===== config.mk =====
export PLATFORM = sky130hd
export DESIGN_NAME = a2d_rr_sched
export DESIGN_NICKNAME = d
export VERILOG_FILES = /design/src/rtl/a2d_rr_sched.sv
export SDC_FILE = /design/constraint.sdc
export NUM_CORES = 1
export LEC_CHECK = 0
export BUFFER_PORTS_ARGS = -buffer_cell sky130_fd_sc_hd__buf_2
export CAP_MARGIN = 40
export CORE_MARGIN = 4
export CORE_UTILIZATION = 25
export DETAILED_ROUTE_END_ITERATION = 8
export PLACE_DENSITY_LB_ADDON = 0.2
export SLEW_MARGIN = 5
export SYNTH_ARGS = -nofsm -noshare
export SYNTH_HDL_FRONTEND = slang
export SYNTH_SLANG_ARGS = --single-unit

===== constraint.sdc =====
create_clock -name clk -period 1.6 [get_ports clk]
set_input_delay 0.24 -clock clk [delete_from_list [all_inputs] [get_ports clk]]
set_output_delay 0.24 -clock clk [all_outputs]
set_load 0.01 [all_outputs]

===== src/rtl/a2d_rr_sched.sv =====
// a2d_rr_sched: round-robin conversion scheduler for the ADC128S A2D path.
// Cycles through the left load cell, right load cell and battery channels.
// Each conversion is two SPI transactions: the first selects the channel and
// the second reads the result back. The latest 12-bit result of each channel
// is held in its own register.
//
// state | meaning
// ------+--------------------------------------------------------------
// IDLE  | waiting for nxt; ptr selects the channel to convert next
// TX1   | channel-select transaction in flight; its rd_data is ignored
// GAP   | SS_n high time between transactions, counted down to zero
// TX2   | read transaction in flight; result captured on done
// UPD   | rdy pulse out, ptr advances, return to IDLE
`timescale 1ns/1ps
module a2d_rr_sched #(
    parameter logic [2:0]  LFT_CH  = 3'd0,
    parameter logic [2:0]  RGHT_CH = 3'd4,
    parameter logic [2:0]  BATT_CH = 3'd5,
    parameter int unsigned GAP_CYC = 4
) (
    input  logic        clk,
    input  logic        rst_n,
    input  logic        nxt,
    output logic        wrt,
    output logic [15:0] cmd,
    input  logic        done,
    input  logic [15:0] rd_data,
    output logic [11:0] lft_ld,
    output logic [11:0] rght_ld,
    output logic [11:0] batt,
    output logic        busy,
    output logic        rdy,
    output logic [1:0]  rdy_id
);

    // Counter only has to hold GAP_CYC-1; keep at least one bit.
    localparam int CNT_W = (GAP_CYC > 1) ? $clog2(GAP_CYC) : 1;
    localparam logic [CNT_W-1:0] GAP_LOAD = CNT_W'(GAP_CYC - 1);

    typedef enum logic [2:0] {
        S_IDLE = 3'd0,
        S_TX1  = 3'd1,
        S_GAP  = 3'd2,
        S_TX2  = 3'd3,
        S_UPD  = 3'd4
    } state_t;

    state_t           state_q;
    logic [1:0]       ptr_q;
    logic [1:0]       ptr_d;
    logic [CNT_W-1:0] gap_cnt_q;
    logic [CNT_W-1:0] gap_cnt_d;
    logic             wrt_q;
    logic [15:0]      cmd_q;
    logic [15:0]      cmd_d;
    logic [11:0]      lft_q;
    logic [11:0]      rght_q;
    logic [11:0]      batt_q;
    logic             busy_q;
    logic             rdy_q;
    logic [1:0]       rdy_id_q;
    logic [2:0]       chnl;

    // The ADC only returns 12 bits; the top nibble of the SPI word is discarded.
    logic             unused_rd_hi;
    assign unused_rd_hi = ^rd_data[15:12];

    // Channel lookup, command word, pointer wrap and gap decrement.
    always_comb begin
        chnl = LFT_CH;
        case (ptr_q)
            2'd0:    chnl = LFT_CH;
            2'd1:    chnl = RGHT_CH;
            2'd2:    chnl = BATT_CH;
            default: chnl = LFT_CH;
        endcase
        cmd_d     = {2'b00, chnl, 11'h000};
        ptr_d     = (ptr_q == 2'd2) ? 2'd0 : ptr_q + 2'd1;
        gap_cnt_d = gap_cnt_q - {{(CNT_W-1){1'b0}}, 1'b1};
    end

    // Conversion sequencer with all outputs registered.
    always_ff @(posedge clk or negedge rst_n) begin
        if (!rst_n) begin
            state_q   <= S_IDLE;
            ptr_q     <= 2'd0;
            gap_cnt_q <= '0;
            wrt_q     <= 1'b0;
            cmd_q     <= 16'h0000;
            lft_q     <= 12'h000;
            rght_q    <= 12'h000;
            batt_q    <= 12'h000;
            busy_q    <= 1'b0;
            rdy_q     <= 1'b0;
            rdy_id_q  <= 2'd0;
        end else begin
            wrt_q <= 1'b0;
            rdy_q <= 1'b0;
            case (state_q)
                S_IDLE: begin
                    if (nxt) begin
                        wrt_q   <= 1'b1;
                        cmd_q   <= cmd_d;
                        busy_q  <= 1'b1;
                        state_q <= S_TX1;
                    end
                end
                S_TX1: begin
                    if (done) begin
                        gap_cnt_q <= GAP_LOAD;
                        state_q   <= S_GAP;
                    end
                end
                S_GAP: begin
                    if (gap_cnt_q == '0) begin
                        // cmd_q is left alone: the read uses the same word.
                        wrt_q   <= 1'b1;
                        state_q <= S_TX2;
                    end else begin
                        gap_cnt_q <= gap_cnt_d;
                    end
                end
                S_TX2: begin
                    if (done) begin
                        case (ptr_q)
                            2'd0:    lft_q  <= rd_data[11:0];
                            2'd1:    rght_q <= rd_data[11:0];
                            2'd2:    batt_q <= rd_data[11:0];
                            default: ;
                        endcase
                        rdy_q    <= 1'b1;
                        rdy_id_q <= ptr_q;
                        state_q  <= S_UPD;
                    end
                end
                S_UPD: begin
                    ptr_q   <= ptr_d;
                    busy_q  <= 1'b0;
                    state_q <= S_IDLE;
                end
                default: begin
                    busy_q  <= 1'b0;
                    state_q <= S_IDLE;
                end
            endcase
        end
    end

    assign wrt     = wrt_q;
    assign cmd     = cmd_q;
    assign lft_ld  = lft_q;
    assign rght_ld = rght_q;
    assign batt    = batt_q;
    assign busy    = busy_q;
    assign rdy     = rdy_q;
    assign rdy_id  = rdy_id_q;

endmodule


# [After elaboration in Yosys (flattened, before gate mapping)]
# Index checks and enable logic that the tools add are counted.
[word_totals] ff_bits=51 input_bits=20 output_inout_bits=57 wordCells=55
[classes] add_sub_neg=2 n_eq_ne=11 n_mux=17 bitwise=1 n_reduce_logical=13
[op_table] operator="two-way mux 3 bit" n=4
[op_table] operator="one-hot mux 3 bit (4 select lines)" n=1
[op_table] operator="AND reduction 3 bit" n=4
[op_table] operator="inequality test 2 bit, second input constant" n=5
[op_table] operator="== test 3 x 2 -> 1 bit, second input constant" n=2
[op_table] operator="two-way mux 2 bit" n=3
[op_table] operator="one-hot mux 3 bit (2 select lines)" n=1
[op_table] operator="AND reduction 2 bit" n=3
[op_table] operator="two-way mux 1 bit" n=5
[op_table] operator="zero test 2 bit" n=2
[op_table] operator="one-hot mux 1 bit (2 select lines)" n=2
[op_table] operator="one-hot mux 2 bit (2 select lines)" n=1
[op_table] operator="AND reduction 4 bit" n=1
[op_table] operator="== test 3 x 1 -> 1 bit, second input constant" n=1
[op_table] operator="== test 3 bit, second input constant" n=1
[op_table] operator="zero test 3 bit" n=1
[op_table] operator="OR reduction 3 bit" n=1
[op_table] operator="adder 2 x 1 -> 2 bit, second input constant" n=1
[op_table] operator="== test 2 x 1 -> 1 bit, second input constant" n=1
[op_table] operator="== test 2 bit, second input constant" n=1
[op_table] operator="nonzero test 2 bit" n=1
[op_table] operator="subtractor 2 x 1 -> 2 bit, second input constant" n=1
[op_table] operator="NOT 1 bit" n=1

# [Depth between registers and ports, before layout]
[logic_depth] depth_word=4 ltp_mapped=6 mapped_depth_nobuf=5

# [Worst setup path before layout]
# No wires, ideal clock.
[synth_timing] path_type="flip-flop to flip-flop" start="register state_q[2]" end="register rght_q[10], in the netlist rght_ld[10]" setup_ps=125 t_arrival_ps=1357 required_time_ps=1475 setup_slack_ps=118 stages_incl_launch_ff=7 path_buffers=3 period_less_slack_ps=1482 path_cell_list="dfrtp_1 -> buf_6 -> and4b_1 -> buf_6 -> nand2_4 -> buf_6 -> mux2_4"
[synth_via] elab_chain_cells=2
[synth_rtl] item="start, declared" line="48" source="state_t state_q;"
[synth_rtl] item="start signal, assigned" line="85" source="state_q <= S_IDLE;"
[synth_rtl] item="start signal, assigned" line="105" source="state_q <= S_TX1;"
[synth_rtl] item="start signal, assigned" line="111" source="state_q <= S_GAP;"
[synth_rtl] item="== test 3 x 2 -> 1 bit" line="99" source="case (state_q)"
[synth_rtl] item="AND reduction 3 bit (no line)"
[synth_rtl] item="end signal, assigned" line="127" source="2'd1: rght_q <= rd_data[11:0];"
[synth_rtl] item="end, declared" line="57" source="logic [11:0] rght_q;"
# Every way passes these cells.
# A chain may end at the register's enable or synchronous reset.

# [Final worst setup path]
[layout_timing] start="register state_q[0]" end="register batt_q[0], in the netlist batt[0]"
[layout_via] elab_chain_cells=2
[layout_rtl] item="== test 3 x 2 -> 1 bit" line="99"
[layout_rtl] item="AND reduction 3 bit (no line)"
[layout_rtl] item="end signal, assigned" line="128" source="2'd2: batt_q <= rd_data[11:0];"
[layout_rtl] item="end, declared" line="58" source="logic [11:0] batt_q;"
# Every way passes these cells.

==> out/results.tsv <==
metric	value	unit
final_worst_path_period_share	95.7	%
worstSetupPathType	reg -> reg	
core.rowCount	34	
clock.fmax	653	MHz
stdcell_area	2780	sq um
first_pass_iters	4	
cellLeakagePower	1.56	nW
cp_max_fo	12	
synthAdderAreaFrac	3.31	%
core_region_area	8760	sq um
cts-buffers-inserted	5	
synthesis.instances	147	
cap_violations	0	
numClockSinks	50	
synthXorXnorAreaFrac	0.386	%
post_detailed_placement_cell_area	2660	sq um
hold_ws	0.190	ns
cts-root-to-sink-buffers	2	
chipWidth	103	microns
critPathSlowestCell	dfrtp_1	
drive_gt1_share	56.9	%
top_level_ports	77	
dr_total_vias	1304	
timing.critical_path.required	1.79	ns
buffer_ports.inserted	58	
routed_wire_length	4420	microns
layout.cells.most_common_list	buf_2 (58), dfrtp_1 (50), mux2_4 (30)	
yosysTopAreaCell	dfrtp_1	
antenna_found_initial	0	
share_of_synthesized_area_spent_on_multiplexers	26.2	%
htreeDepth	2	
final_util	31.7	%
postCtsSetupRepairBufs	0	
drt-wirelength-per-cell	13.6	microns
worst-endpoint-arrival	1.72	ns
yosysUniqueCellTypes	24	
vias_per_cell	4.02	
ff_to_ff_setup_slack	0.07	ns
place.detailed.hpwl	3100	microns
detailedPlace.worstSlack	-0.0257	ns
timing_max_transition_violations_final	0	
vias_in_the_first_global_route	1394	
grt_setup_unrepaired	no	
final_common_cell	buf_2	
ir_worst_vdd	0.000769	V
worst-path-buf-inv	0	
yosys_register_bits	50	
post_synth_main_area_contributors	dfrtp_1 (55%), mux2_4 (20%), mux2_2 (6.0%)	
antenna_left	0	
grt_start_max_net_pins	51	
final_hold_violation_count	0	
critical_path.cell_chain	and4b_2 > nand2_4 > mux2_2	
die-area	10700	sq um
clk_transition_reported_paths	0.10	ns
drc	0	
drt_iter0_markers	25	
worst_skew_pair.late_latency	0.31	ns
power.density	1750	nW/um^2
grt_first_pass_wirelength	7120	microns
syn-mean-instance-area	15.4	sq um
grt_util_all_layers	8.62	%
crit_path_end_kind	flip-flop	
globalplace.congestion	0.652	
worst_r2r_path_depth	3	
antenna-diode-count	0	
fin_setup_tns	0	ns
synth_top_area_share	55.1	%
dominant_combinational_cell_family_by_area_after_synthesis	multiplexers	
synthesis_warnings	0	
final_nets	241	
post_route_minimum_period	1.53	ns
synth-compound-area-share	1.32	%
run_status	finished clean	
timing.final.setup_violations	0	
skew	0.0148	ns
yosys.area_share.simple	5.24	%
timing.critical_path.depth	3	
synth_seq_area_share	55.1	%
grt.overflow.total	0	
critical_path.reg2reg.startpoint	state_q[0]$_DFFE_PN0P_	
dieHeight	103	microns
synthesis.area	2270	sq um
path_delay_family	simple AND/OR/NAND/NOR gates	
min-delay-path-class	in -> reg	
worstSetupStartpointType	flip-flop	
critical_path.startpoint	state_q[0]$_DFFE_PN0P_	
critical-path-max-stage-delay	0.45	ns
initial_core_utilization	25.9	%
timing.final.ws_setup	0.0682	ns
worst_setup_path_endpoint	batt[0]$_DFFE_PN0P_	
cts.root.buffer_cell	clkbuf_8	
critical_path.reg2reg.endpoint	batt[0]$_DFFE_PN0P_	
cts_tree	done	
area_growth_syn_to_layout	22.5	%
metal layers:
layer	wire (microns)	GRT usage [%]	vias to the layer above
met5	0	0	-
met4	25	1.79	0
met3	373	2.95	5
met2	1930	13.4	49
met1	2090	11.7	646
li1	-	-	604
through the flow:
stage          cells  power (W)
2_1_floorplan    160    0.00332
3_3_place_gp     315    0.00403
3_5_place_dp     315    0.00403
4_1_cts          324    0.00497
5_1_grt          324    0.00523
6_report         324    0.00487
state kept, by name, indices dropped and copies added, names as in the netlist, 2 cells and up:
register,flops
ptr_q,2
gap_cnt_q,2
rdy_id,2
lft_ld,12
state_q,3
batt,12
cmd,2
rght_ld,12
power breakdown:
part | switching, W | internal [W] | total [W]
combinational | 0.000818 | 0.00110 | 0.00192
sequential | 0.000296 | 0.00177 | 0.00206
clock | 0.000426 | 0.000467 | 0.000893
cell type report:
cell class | count | area, sq um
well taps | 108 | 135
fillers | 904 | 5980
multi-input cells | 85 | 882
repair buffers | 69 | 388
clock inverters | 2 | 37.5
clock buffers | 6 | 72.6
flip-flops and latches | 50 | 1250
inverters | 4 | 15.0
Yosys cell counts:
cell	number
a2bb2oi_1	1
buf_2	2
a31o_2	1
mux2i_1	1
a21oi_1	1
mux2_2	12
buf_6	5
nor3b_1	1
or2_2	1
o21a_1	1
mux2_4	30
inv_1	4
nor2_1	4
nand2_4	3
conb_1	1
nor3_1	1
nor4b_1	2
nand2_1	2
dfrtp_1	50
buf_4	14
and4b_1	2
and2_1	1
xor2_1	1
ha_1	6
cells by family after synthesis:
kind of cell             Yosys count
flip-flops                        50
multiplexers                      43
buffers and inverters             25
AND/OR/NAND/NOR                   17
adder cells (fa/ha/maj)            6
AO/OA/AOI/OAI                      4
other                              1
XOR/XNOR                           1
how the worst min path moves through the flow:
stage,startpoint,to,slack [ns],cells after the start
final,rd_data[10],batt[10]$_DFFE_PN0P_,0.19,2
after global routing,rd_data[7],batt[7]$_DFFE_PN0P_,0.18,2
after CTS,rd_data[7],batt[7]$_DFFE_PN0P_,0.18,2
after detailed placement,rst_n,rdy_id[1]$_DFFE_PN0P_,0.25,2
after global placement,rst_n,rdy_id[1]$_DFFE_PN0P_,0.26,2
after floorplan,rst_n,batt[0]$_DFFE_PN0P_,-0.06,0
repair_timing:
| item | in CTS | in global routing |
|---|---|---|
| resized for setup | 1 | 0 |
| hold endpoints to repair | 50 | 0 |
| endpoints found under the setup margin | 34 | 0 |
| hold buffers | 1 | 0 |
Power figures use the tool's default switching activity.
